<file path="config.mk">
export PLATFORM = sky130hd
export DESIGN_NAME = bcd_to_binary_seq
export DESIGN_NICKNAME = d
export VERILOG_FILES = /design/src/rtl/bcd_to_binary_seq.sv
export SDC_FILE = /design/constraint.sdc
export NUM_CORES = 1
export LEC_CHECK = 0
export ABC_AREA = 1
export CORE_AREA = 2 2 166 168
export DETAILED_ROUTE_END_ITERATION = 10
export DIE_AREA = 0 0 168 170
export PLACE_DENSITY_LB_ADDON = 0.12
export SYNTH_ARGS = -nofsm -noshare
export SYNTH_HDL_FRONTEND = slang
export SYNTH_SLANG_ARGS = --single-unit
</file>
<file path="constraint.sdc">
create_clock -name clk -period 5.1 [get_ports clk]
set_clock_uncertainty 0.05 [all_clocks]
set_input_delay 1.02 -clock clk [delete_from_list [all_inputs] [get_ports clk]]
set_output_delay 1.02 -clock clk [all_outputs]
set_load 0.02 [all_outputs]
</file>
<file path="src/rtl/bcd_to_binary_seq.sv">
// Digit-serial BCD to binary converter: one BCD digit per clock, most significant first,
// through a single x10 accumulate stage, with sign-marker, invalid-digit and overflow reporting.
module bcd_to_binary_seq #(
  parameter int DIGITS     = 11,
  parameter int WIDTH      = 32,
  parameter bit SIGNED_OUT = 1'b0
) (
  input  logic                  clk,
  input  logic                  rst,
  input  logic                  start,
  input  logic [4*DIGITS-1:0]   bcd_in,
  output logic                  ready,
  output logic                  done,
  output logic [WIDTH-1:0]      binary_out,
  output logic                  neg,
  output logic                  overflow,
  output logic                  invalid
);

  // Handshake: start is taken only in a cycle where ready=1 (and rst=0); bcd_in is sampled
  // in that same cycle. done is high for exactly one cycle and the result outputs are valid
  // from that cycle until the next done or rst.

  localparam int CW = (DIGITS > 1) ? $clog2(DIGITS) : 1;
  localparam logic [WIDTH:0] ONE   = (WIDTH+1)'(1);
  localparam logic [WIDTH:0] LIM_U = (ONE << WIDTH) - ONE;
  localparam logic [WIDTH:0] LIM_P = (ONE << (WIDTH-1)) - ONE;
  localparam logic [WIDTH:0] LIM_N = ONE << (WIDTH-1);

  typedef enum logic [1:0] {S_IDLE, S_CONV, S_FIN} state_t;

  state_t              state_q, state_d;
  logic [4*DIGITS-1:0] sr_q, sr_d;
  logic [WIDTH:0]      acc_q, acc_d;
  logic [CW-1:0]       cnt_q, cnt_d;
  logic                sneg_q, sneg_d;
  logic                sinv_q, sinv_d;
  logic                sraw_q, sraw_d;
  logic [WIDTH-1:0]    bin_q, bin_d;
  logic                neg_q, neg_d;
  logic                ovf_q, ovf_d;
  logic                inv_q, inv_d;

  logic [3:0]          digit;
  logic [3:0]          dval;
  logic [WIDTH+4:0]    step;
  logic [WIDTH:0]      acc_step;
  logic [WIDTH:0]      acc_negated;
  logic                neg_step, inv_step, raw_step, mag_ovf;

  always_comb begin
    digit       = sr_q[4*DIGITS-1 -: 4];
    dval        = (digit <= 4'd9) ? digit : 4'd0;
    step        = ({4'b0, acc_q} * (WIDTH+5)'(10)) + (WIDTH+5)'(dval);
    acc_step    = step[WIDTH:0];
    acc_negated = -acc_step;
    neg_step    = sneg_q | (digit == 4'hE);
    inv_step    = sinv_q | ((digit > 4'd9) && (digit != 4'hE));
    raw_step    = sraw_q | (|step[WIDTH+4:WIDTH+1]);
    if (SIGNED_OUT) mag_ovf = neg_step ? (acc_step > LIM_N) : (acc_step > LIM_P);
    else            mag_ovf = acc_step > LIM_U;
  end

  always_comb begin
    state_d = state_q;
    sr_d    = sr_q;
    acc_d   = acc_q;
    cnt_d   = cnt_q;
    sneg_d  = sneg_q;
    sinv_d  = sinv_q;
    sraw_d  = sraw_q;
    bin_d   = bin_q;
    neg_d   = neg_q;
    ovf_d   = ovf_q;
    inv_d   = inv_q;
    case (state_q)
      S_IDLE: begin
        if (start) begin
          sr_d    = bcd_in;
          acc_d   = '0;
          cnt_d   = CW'(DIGITS-1);
          sneg_d  = 1'b0;
          sinv_d  = 1'b0;
          sraw_d  = 1'b0;
          state_d = S_CONV;
        end
      end
      S_CONV: begin
        sr_d   = sr_q << 4;
        acc_d  = acc_step;
        sneg_d = neg_step;
        sinv_d = inv_step;
        sraw_d = raw_step;
        cnt_d  = cnt_q - 1'b1;
        // Results are registered on the last digit so they are valid in the done cycle.
        if (cnt_q == '0) begin
          state_d = S_FIN;
          neg_d   = neg_step;
          inv_d   = inv_step;
          if (inv_step) begin
            bin_d = '0;
            ovf_d = 1'b0;
          end else begin
            ovf_d = mag_ovf | raw_step;
            bin_d = (SIGNED_OUT && neg_step) ? acc_negated[WIDTH-1:0] : acc_step[WIDTH-1:0];
          end
        end
      end
      S_FIN:   state_d = S_IDLE;
      default: state_d = S_IDLE;
    endcase
  end

  always_ff @(posedge clk) begin
    if (rst) begin
      state_q <= S_IDLE;
      sr_q    <= '0;
      acc_q   <= '0;
      cnt_q   <= '0;
      sneg_q  <= 1'b0;
      sinv_q  <= 1'b0;
      sraw_q  <= 1'b0;
      bin_q   <= '0;
      neg_q   <= 1'b0;
      ovf_q   <= 1'b0;
      inv_q   <= 1'b0;
    end else begin
      state_q <= state_d;
      sr_q    <= sr_d;
      acc_q   <= acc_d;
      cnt_q   <= cnt_d;
      sneg_q  <= sneg_d;
      sinv_q  <= sinv_d;
      sraw_q  <= sraw_d;
      bin_q   <= bin_d;
      neg_q   <= neg_d;
      ovf_q   <= ovf_d;
      inv_q   <= inv_d;
    end
  end

  assign ready      = (state_q == S_IDLE);
  assign done       = (state_q == S_FIN);
  assign binary_out = bin_q;
  assign neg        = neg_q;
  assign overflow   = ovf_q;
  assign invalid    = inv_q;

endmodule

</file>
==> flow_metrics.tcl <==
set metrics [dict create \
    status "completed" \
    reg2reg_depth 17 \
    placed_area_um2 9813 \
    nets 1566 \
    antenna_left 0 \
    io_buffers 83 \
    cts_root_buf "clkbuf_16" \
    relSlewSlack 0.3488 \
    cts-buffers-inserted 17 \
    postCtsResizedCells 0 \
    avgSynthCellArea_um2 6.262 \
    final_cell_area_um2 10390 \
    min_path_type "reg -> reg" \
    cp.arrival_ns 3.98 \
    drt-initial-drc-count 611 \
    routed_via_density 4.763 \
    p_sw_uw 772.4 \
    grt_pass1_wl_um 42730 \
    cts_max_path_buffers 2 \
    layout_commonest_cell "nand2_1" \
    synth.yosys.warnings 0 \
    n_antenna_cell 0 \
    row_count 60 \
    worstReg2RegStart "acc_q[1]$_SDFFE_PP0P_" \
    holdBufCountCts 0 \
    min_to "sr_q[34]$_SDFFE_PP0P_" \
    critPathLaunchType "flop" \
    r2r_end "binary_out[31]$_SDFFE_PP0P_" \
    vias 8592 \
    die_h_um 170 \
    syn_to_final_growth_pct 19.82 \
    netlist_area_um2 8673 \
    crit_fanout 5 \
    clkSinkCount 121 \
    p_leak_nw 4.718 \
    ios 84 \
    start_util 0.3254 \
    dp_slack_ns 1.455 \
    pwr-share-clk 0.474 \
    ff2ff_setup_slack_ns 1.43 \
    layout-drive-gt1-share 0.07724 \
    min_from "sr_q[34]$_SDFFE_PP0P_" \
    p_int_mw 1.804 \
    powerDensity_nw_per_um2 247.9 \
    grt.overflow.total 0 \
    drc_errors 0 \
    post_cts_buffers 0 \
    p_seq_frac 0.398 \
    routed_wirelength_um 26110 \
    wl_per_cell_um 14.47 \
    worstPathRequired_ns 5.40 \
    gp_congestion 0.8732 \
    grt_max_degree 79 \
    post-dp-hpwl_um 19880 \
    ys_ff_latch 121 \
    h-tree-depth 4 \
    core-area_um2 26650 \
    tightest_slew_ns 0.9744 \
    synth_cell_types 43 \
    period_needed_ns 3.673 \
    syn-num-nets 1501 \
    antenna_found_initial 0 \
    first_pass_iters 5 \
    timing.fmax_mhz 272.2 \
    rsz0062_at_grt "false" \
    grtUsageTotal 0.1868 \
    tns_ns 0 \
    worstSkewPairLatency_ns 0.43 \
    setup_viol 0 \
    grt_pass1_vias 8312 \
    syn_inst 1385 \
    hold_viol 0 \
    clkTransAtPathRegs_ns 0.07 \
    crit_path_end_kind "flop" \
    switching_share 0.2998 \
    setup_ws_ns 1.427 \
    fin_crit_sh 0.7203 \
    worstSetupPathType "reg -> reg" \
    ys_seq_area_frac 0.2793 \
    report.final.slew_viol_count 0 \
    timing.hold.worst_path_depth 2 \
    finalCoreUtilization 0.3900 \
    die-area_um2 28560 \
    drv_cap 0 \
    die_x_um 168 \
    combinationalPowerShare 0.128 \
    final_cell_mix "nand2_1, nor2_1, inv_1" \
    ir_worst_vdd_uv 225.2 \
    cts_tree "yes" \
]
==> worst max-delay path, stage by stage (launching register included) <==
cell and delay (ns):
dfxtp_1 0.42, ha_1 0.27, ha_1 0.28, fa_1 0.50, nand2_1 0.11, nand3_1 0.06
nand3_1 0.10, nand2_1 0.13, nand2_1 0.09, nand2_1 0.07, nor2_2 0.18, nand3_2 0.19
or2_1 0.33, nor4_4 0.28, nand2_1 0.11, xor2_1 0.22, nand2_1 0.09, a21oi_1 0.14
==> worst max-delay path by stage <==
stage	startpoint	to	slack [ns]	cells past startpoint
5_1_grt	acc_q[1]$_SDFFE_PP0P_	binary_out[29]$_SDFFE_PP0P_	1.05	19
3_3_place_gp	acc_q[1]$_SDFFE_PP0P_	binary_out[31]$_SDFFE_PP0P_	1.43	17
2_1_floorplan	acc_q[1]$_SDFFE_PP0P_	overflow$_SDFFE_PP0P_	1.95	19
6_report	acc_q[1]$_SDFFE_PP0P_	binary_out[31]$_SDFFE_PP0P_	1.43	17
3_5_place_dp	acc_q[1]$_SDFFE_PP0P_	binary_out[31]$_SDFFE_PP0P_	1.46	17
4_1_cts	acc_q[1]$_SDFFE_PP0P_	binary_out[31]$_SDFFE_PP0P_	1.42	14
==> cells in the mapped netlist <==
cell / count / share of area
xor2_1: 22 / 0.022
and2_1: 2 / 0.0014
buf_4: 1 / 0.00087
nand3b_1: 9 / 0.0078
a21oi_1: 133 / 0.077
or2_1: 1 / 0.00072
o221ai_1: 1 / 0.0010
inv_1: 145 / 0.063
a22oi_1: 5 / 0.0043
xor2_2: 1 / 0.0019
fa_1: 2 / 0.0046
clkbuf_1: 38 / 0.016
a21oi_2: 3 / 0.0030
buf_1: 3 / 0.0013
clkinv_1: 3 / 0.0013
a31oi_1: 1 / 0.00072
nand3_2: 9 / 0.010
nor2_4: 7 / 0.0091
nand4_1: 12 / 0.0087
nor4_1: 1 / 0.00072
o21ai_0: 47 / 0.027
xnor2_1: 7 / 0.0071
a221oi_1: 1 / 0.0010
nor3_2: 1 / 0.0012
nand2_2: 23 / 0.017
nand2_4: 2 / 0.0026
nand2_1: 453 / 0.20
buf_2: 1 / 0.00058
nand3_4: 1 / 0.0020
a211oi_1: 1 / 0.00087
dfxtp_1: 121 / 0.28
o21bai_1: 4 / 0.0035
o22ai_1: 1 / 0.00072
nor4_4: 1 / 0.0025
nor3_1: 7 / 0.0040
buf_6: 1 / 0.0013
nor3_4: 1 / 0.0019
ha_1: 67 / 0.097
nor2_1: 162 / 0.070
nand3_1: 62 / 0.036
nor2_2: 11 / 0.0079
or2_4: 1 / 0.0010
inv_2: 10 / 0.0043
==> through the flow <==
| stage | instances | hold WS [ns] | power [mW] |
|---|---|---|---|
| 2_1_floorplan | 1385 | 0.3855 | 1.260 |
| 3_3_place_gp | 1772 | 0.4000 | 1.379 |
| 3_5_place_dp | 1772 | 0.4022 | 1.379 |
| 4_1_cts | 1804 | 0.4119 | 2.610 |
| 5_1_grt | 1804 | 0.4267 | 2.698 |
| 6_report | 1804 | 0.4103 | 2.576 |
==> power groups by stage <==
| stage | Sequential, mW | Combinational (mW) | Clock [mW] |
|---|---|---|---|
| final | 1.03 | 0.329 | 1.22 |
| after global routing | 1.03 | 0.376 | 1.29 |
| after CTS | 1.02 | 0.335 | 1.25 |
| after detailed placement | 1.05 | 0.334 | 0 |
| after global placement | 1.05 | 0.332 | 0 |
| after floorplan | 1.04 | 0.220 | 0 |
==> state kept, by name, indices dropped and copies added (netlist names) <==
register	flops
cnt_q	4
sinv_q	1
neg	1
acc_q	33
overflow	1
state_q	2
sr_q	44
invalid	1
binary_out	32
sraw_q	1
sneg_q	1
==> routing by layer <==
| layer | GRT usage | up-vias | part of all wire |
|---|---|---|---|
| met2 | 0.3079 | 146 | 0.45 |
| met4 | 0.04802 | 0 | 0.012 |
| li1 | - | 4535 | - |
| met3 | 0.03000 | 20 | 0.037 |
| met5 | 0 | - | 0 |
| met1 | 0.2543 | 3891 | 0.50 |
==> cell families after synthesis <==
group / after synthesis / synth area share
adders and majority gates: 69 / 0.1013
xor gates and xnor gates: 30 / 0.03116
buffers and inverters: 202 / 0.08886
AOI/OAI and AO/OA: 197 / 0.1190
and+or+nand+nor: 766 / 0.3804
DFF: 121 / 0.2793
==> area by class of cell <==
cell class | count | area, µm²
clock inverter | 15 | 153.9
fill | 2867 | 16260
inverter | 158 | 593.1
multi-input combinational | 1062 | 5490
sequential | 121 | 2422
timing repair buffer | 90 | 880.8
tap | 341 | 426.7
clock buffer | 17 | 425.4
No activity file was read; power rests on OpenSTA's default activity.
==> RTL edit 1 (same settings) <==
Re-encode `state_t` (3 states) as one-hot, 3 bits wide.
--- a/src/rtl/bcd_to_binary_seq.sv
+++ b/src/rtl/bcd_to_binary_seq.sv
@@ -29,3 +29,3 @@
 
-  typedef enum logic [1:0] {S_IDLE, S_CONV, S_FIN} state_t;
+  typedef enum logic [2:0] {S_IDLE = 3'b001, S_CONV = 3'b010, S_FIN = 3'b100} state_t;
 
Function: same outputs for any inputs over 10 cycles, from zero or initial values and one cycle with rst high; not proved beyond that.
==> RTL edit 1 against the unedited design <==
Sequential share of layout area down 0.34 points; die area unchanged; worst hold slack improved by 0.0020 ns; design area grew 2.3%; total power decreased by 3.7%; wire length rose by 6.0%; synthesized area up 2.4%; worst setup slack improved by 0.11 ns; largest power group unchanged; combinational power shrank 47%; largest cell class unchanged; sequential cell count up 1.
==> RTL edit 1: results (changes against the unedited design) <==
RD Place Congestion: 0.890 (+1.9%)
Max stage delay on crit path: 0.48 ns (-0.02 ns)
Met1 GRT Util: 27.2% (+1.8 points)
Slew Limit Headroom: 21.9% (-13 points)
DR WL/cell: 14.9 um (+3.2%)
Compound-Gate Fraction of Synth Area: 11.1% (-0.80 points)
Final #Nets: 1,616 (+3.2%)
Vias in the first global route: 8,763 (+5.4%)
Initial DRC Count: 544 (-11%)
Run status: finished, final reports clean
Place WS: 1.57 ns (+0.110 ns)
Ys async rst share: 0% (unchanged)
Xor/xnor share of the synthesized area: 2.76% (-0.35 points)
Synth top area share: 27.5% (-0.42 points)
Adder-cell share of the synthesized area: 9.89% (-0.23 points)
Top cells by instance count after synthesis: 567 x nand2_1, 176 x inv_1, 122 x dfxtp_1
Share of layout cells above drive strength 1: 6.74% (-0.98 points)
Worst vdd ir: 0.176 mV (-22%)
Met3 GRT Util: 4.07% (+1.1 points)
DP Wirelength: 21.3 mm (+7.2%)
Synth unique cells: 39 (-9.3%)
Worst Reg-to-Reg Cells: 21 (+4)
Placed Area: 0.0100 mm2 (+2.0%)
Seq/Total Area, Yosys: 27.5% (-0.42 points)
Synth top area cells: dfxtp_1 28%, nand2_1 24%, ha_1 9.4%
Buffers on Ports: 83 (unchanged)
CP Max Fanout: 4 (-1)
Met2 Use GR: 32.1% (+1.3 points)
Pin count of the biggest net entering global routing: 80 (+1.3%)
M1 wire length: 13.7 mm (+4.4%)
Met2 WL post-DR: 12.2 mm (+3.6%)
Initial DRT Pass Iterations: 6 (+1)
Worst-path clk slew: 0.07 ns (about the same)
Vias/cell: 4.80 (+0.79%)
Deepest clock path buffer count: 2 (unchanged)
Total track usage: 20.0% (+1.4 points)
## RTL edit 1: cell count changes in the layout (fill, tap and decap cells not counted), moves of 5 or more
| cell | unedited run | this run |
|---|---|---|
| a31oi_1 | 1 | 40 |
| nor2_1 | 160 | 82 |
| inv_1 | 145 | 175 |
| nand2_1 | 453 | 567 |
| a21oi_1 | 133 | 91 |
| nand4_1 | 12 | 18 |
| nor2_4 | 8 | 3 |
## RTL edit 1: cell type report
| cell class | count | area, um2 |
|---|---|---|
| flip-flops and latches | 122 | 2440 |
| multi-input cells | 1084 | 5570 |
| inverters | 185 | 694 |
| fillers | 2944 | 16000 |
| clock buffers | 17 | 425 |
| repair buffers | 90 | 878 |
| well taps | 341 | 427 |
| clock inverters | 15 | 196 |
## RTL edit 1: report_power, final
group	switching, mW	leakage (nW)	internal [mW]
combinational	0.105	3.88	0.0714
clock	0.579	0.301	0.712
sequential	0.0210	0.993	0.993
total	0.705	5.17	1.78
## RTL edit 1: final timing paths
check / slack, ns / end / startpoint
worst max-delay path: 1.54 / overflow / acc_q[1]
worst min-delay path: 0.41 / binary_out[11] / binary_out[11]
worst max register to register: 1.54 / overflow / acc_q[1]
worst min register to register: 0.41 / binary_out[11] / binary_out[11]
## RTL edit 1: worst max-delay path, delay by kind of cell, from the launching register on
family / cells / cell delay, ns
simple gates: 16 / 1.75
compound gates: 1 / 0.06
flops: 1 / 0.41
fa+ha+maj: 3 / 1.01
buf+inv: 1 / 0.11
## RTL edit 1: per-stage QoR
stage / instances / hold WS, ns
3_5_place_dp: 1822 / 0.406
3_3_place_gp: 1822 / 0.403
6_report: 1854 / 0.412
4_1_cts: 1854 / 0.417
5_1_grt: 1854 / 0.431
2_1_floorplan: 1436 / 0.391
==> RTL edit 2 (config.mk and constraints unchanged) <==
Without the edit above. `DIGITS`: 11 -> 10.
--- a/src/rtl/bcd_to_binary_seq.sv
+++ b/src/rtl/bcd_to_binary_seq.sv
@@ -3,3 +3,3 @@
 module bcd_to_binary_seq #(
-  parameter int DIGITS     = 11,
+  parameter int DIGITS     = 10,
   parameter int WIDTH      = 32,
Interface: changed (resized bcd_in); port bits go from 84 to 80. The function was not compared with the original's and may differ.
==> RTL edit 2 against the unedited design <==
Via count is 1.8% higher; design area is 1.0% higher; sequential cell count is 4 lower; synthesized area is 1.1% higher; total power is 2.2% lower; worst setup slack better by 0.058 ns; wire length is 6.7% higher.
==> RTL edit 2: results (changes against the unedited design) <==
Run status: finished, final reports clean
Final #Nets: 1,597 (+2.0%)
Initial DRC Count: 532 (-13%)
Pin count of the biggest net entering global routing: 84 (+6.3%)
First-pass GRT wire length: 44.7 mm (+4.5%)
CP delay by family, top: simple AND/OR/NAND/NOR gates
Ys async rst share: 0% (unchanged)
FF-to-FF End: overflow
Critical path class: flip-flop to flip-flop
Seq pwr share: 38.6% (-1.2 points)
Fill cells: 2,906 (+1.4%)
Met2 Use GR: 32.8% (+2.0 points)
M1 wire length: 13.6 mm (+4.1%)
Slowest-stage cell, CP: fa_1
Met3 GRT Util: 3.63% (+0.63 points)
DP Wirelength: 21.4 mm (+7.5%)
Max reg flops: 40 (-9.1%)
Seq/Total Area, Yosys: 26.7% (-1.2 points)
Worst vdd ir: 0.221 mV (-2.0%)
Worst Max-Slew Pin Slew: 0.959 ns (-0.0154 ns)
Hold WS: 0.413 ns (+0.00274 ns)
Vias: 8,749 (+1.8%)
Total track usage: 19.8% (+1.2 points)
Deepest clock path buffer count: 2 (unchanged)
Met1 GRT Util: 26.6% (+1.2 points)
CP Max Fanout: 4 (-1)
Reg-to-reg setup timing slack: 1.48 ns (+0.06 ns)
Buffers on Ports: 79 (-4.8%)
Vias in the first global route: 8,432 (+1.4%)
Top cells by instance count after synthesis: 564 x nand2_1, 185 x inv_1, 117 x dfxtp_1
Met3 wire len: 1.16 mm (+21%)
Resize count post-CTS: 0 (unchanged)
Hold_sp: binary_out[11]
Min-Delay Path Class: flip-flop to flip-flop
Reg with most FFs: sr_q
Synth Net Count: 1,532 (+2.1%)
Hold EP: binary_out[11]
Share of layout cells above drive strength 1: 9.28% (+1.6 points)
Diodes inserted: 0 (unchanged)
Worst Reg-to-Reg Cells: 19 (+2)
LEAKAGE: 5.13 nW (+8.7%)
Met2 WL post-DR: 12.6 mm (+7.6%)
Final wirelength: 27.9 mm (+6.7%)
Critical Path AT: 3.83 ns (-0.15 ns)
Combinational power: 0.275 mW (-16%)
Max stage delay on crit path: 0.59 ns (+0.09 ns)
Initial DRT Pass Iterations: 5 (unchanged)
RD Place Congestion: 0.894 (+2.4%)
CTS Buf Count: 17 (unchanged)
Synth unique cells: 41 (-4.7%)
Synth top area cells: dfxtp_1 27%, nand2_1 24%, ha_1 9.6%
Sw Share: 30.5% (+0.54 points)
RTL edit 2: per-stage QoR:
stage,cells,setup WS (ns),utilization [%],total power [mW],area [um2]
3_5_place_dp,1807,1.53,37.1,1.27,9890
6_report,1839,1.48,39.4,2.52,10500
4_1_cts,1839,1.43,39.4,2.56,10500
2_1_floorplan,1420,1.88,-,1.16,8770
3_3_place_gp,1807,1.61,37.1,1.27,9890
5_1_grt,1839,1.06,39.4,2.64,10500
RTL edit 2: cells by family after synthesis:
group                    after synthesis  synth area share (%)
adder cells (fa/ha/maj)               69                  10.0
XOR/XNOR                              31                  3.27
AND/OR/NAND/NOR                      810                  39.8
AO/OA/AOI/OAI                        146                  9.53
buffers and inverters                247                  10.7
flip-flops                           117                  26.7
RTL edit 2: layout make-up:
type	count	share of cell area [%]
Sequential cell	117	22.3
Timing Repair Buffer	86	8.01
Clock buffer	17	4.05
Tap cell	341	4.06
Multi-Input combinational cell	1056	52.4
Inverter	207	7.41
Clock inverter	15	1.79
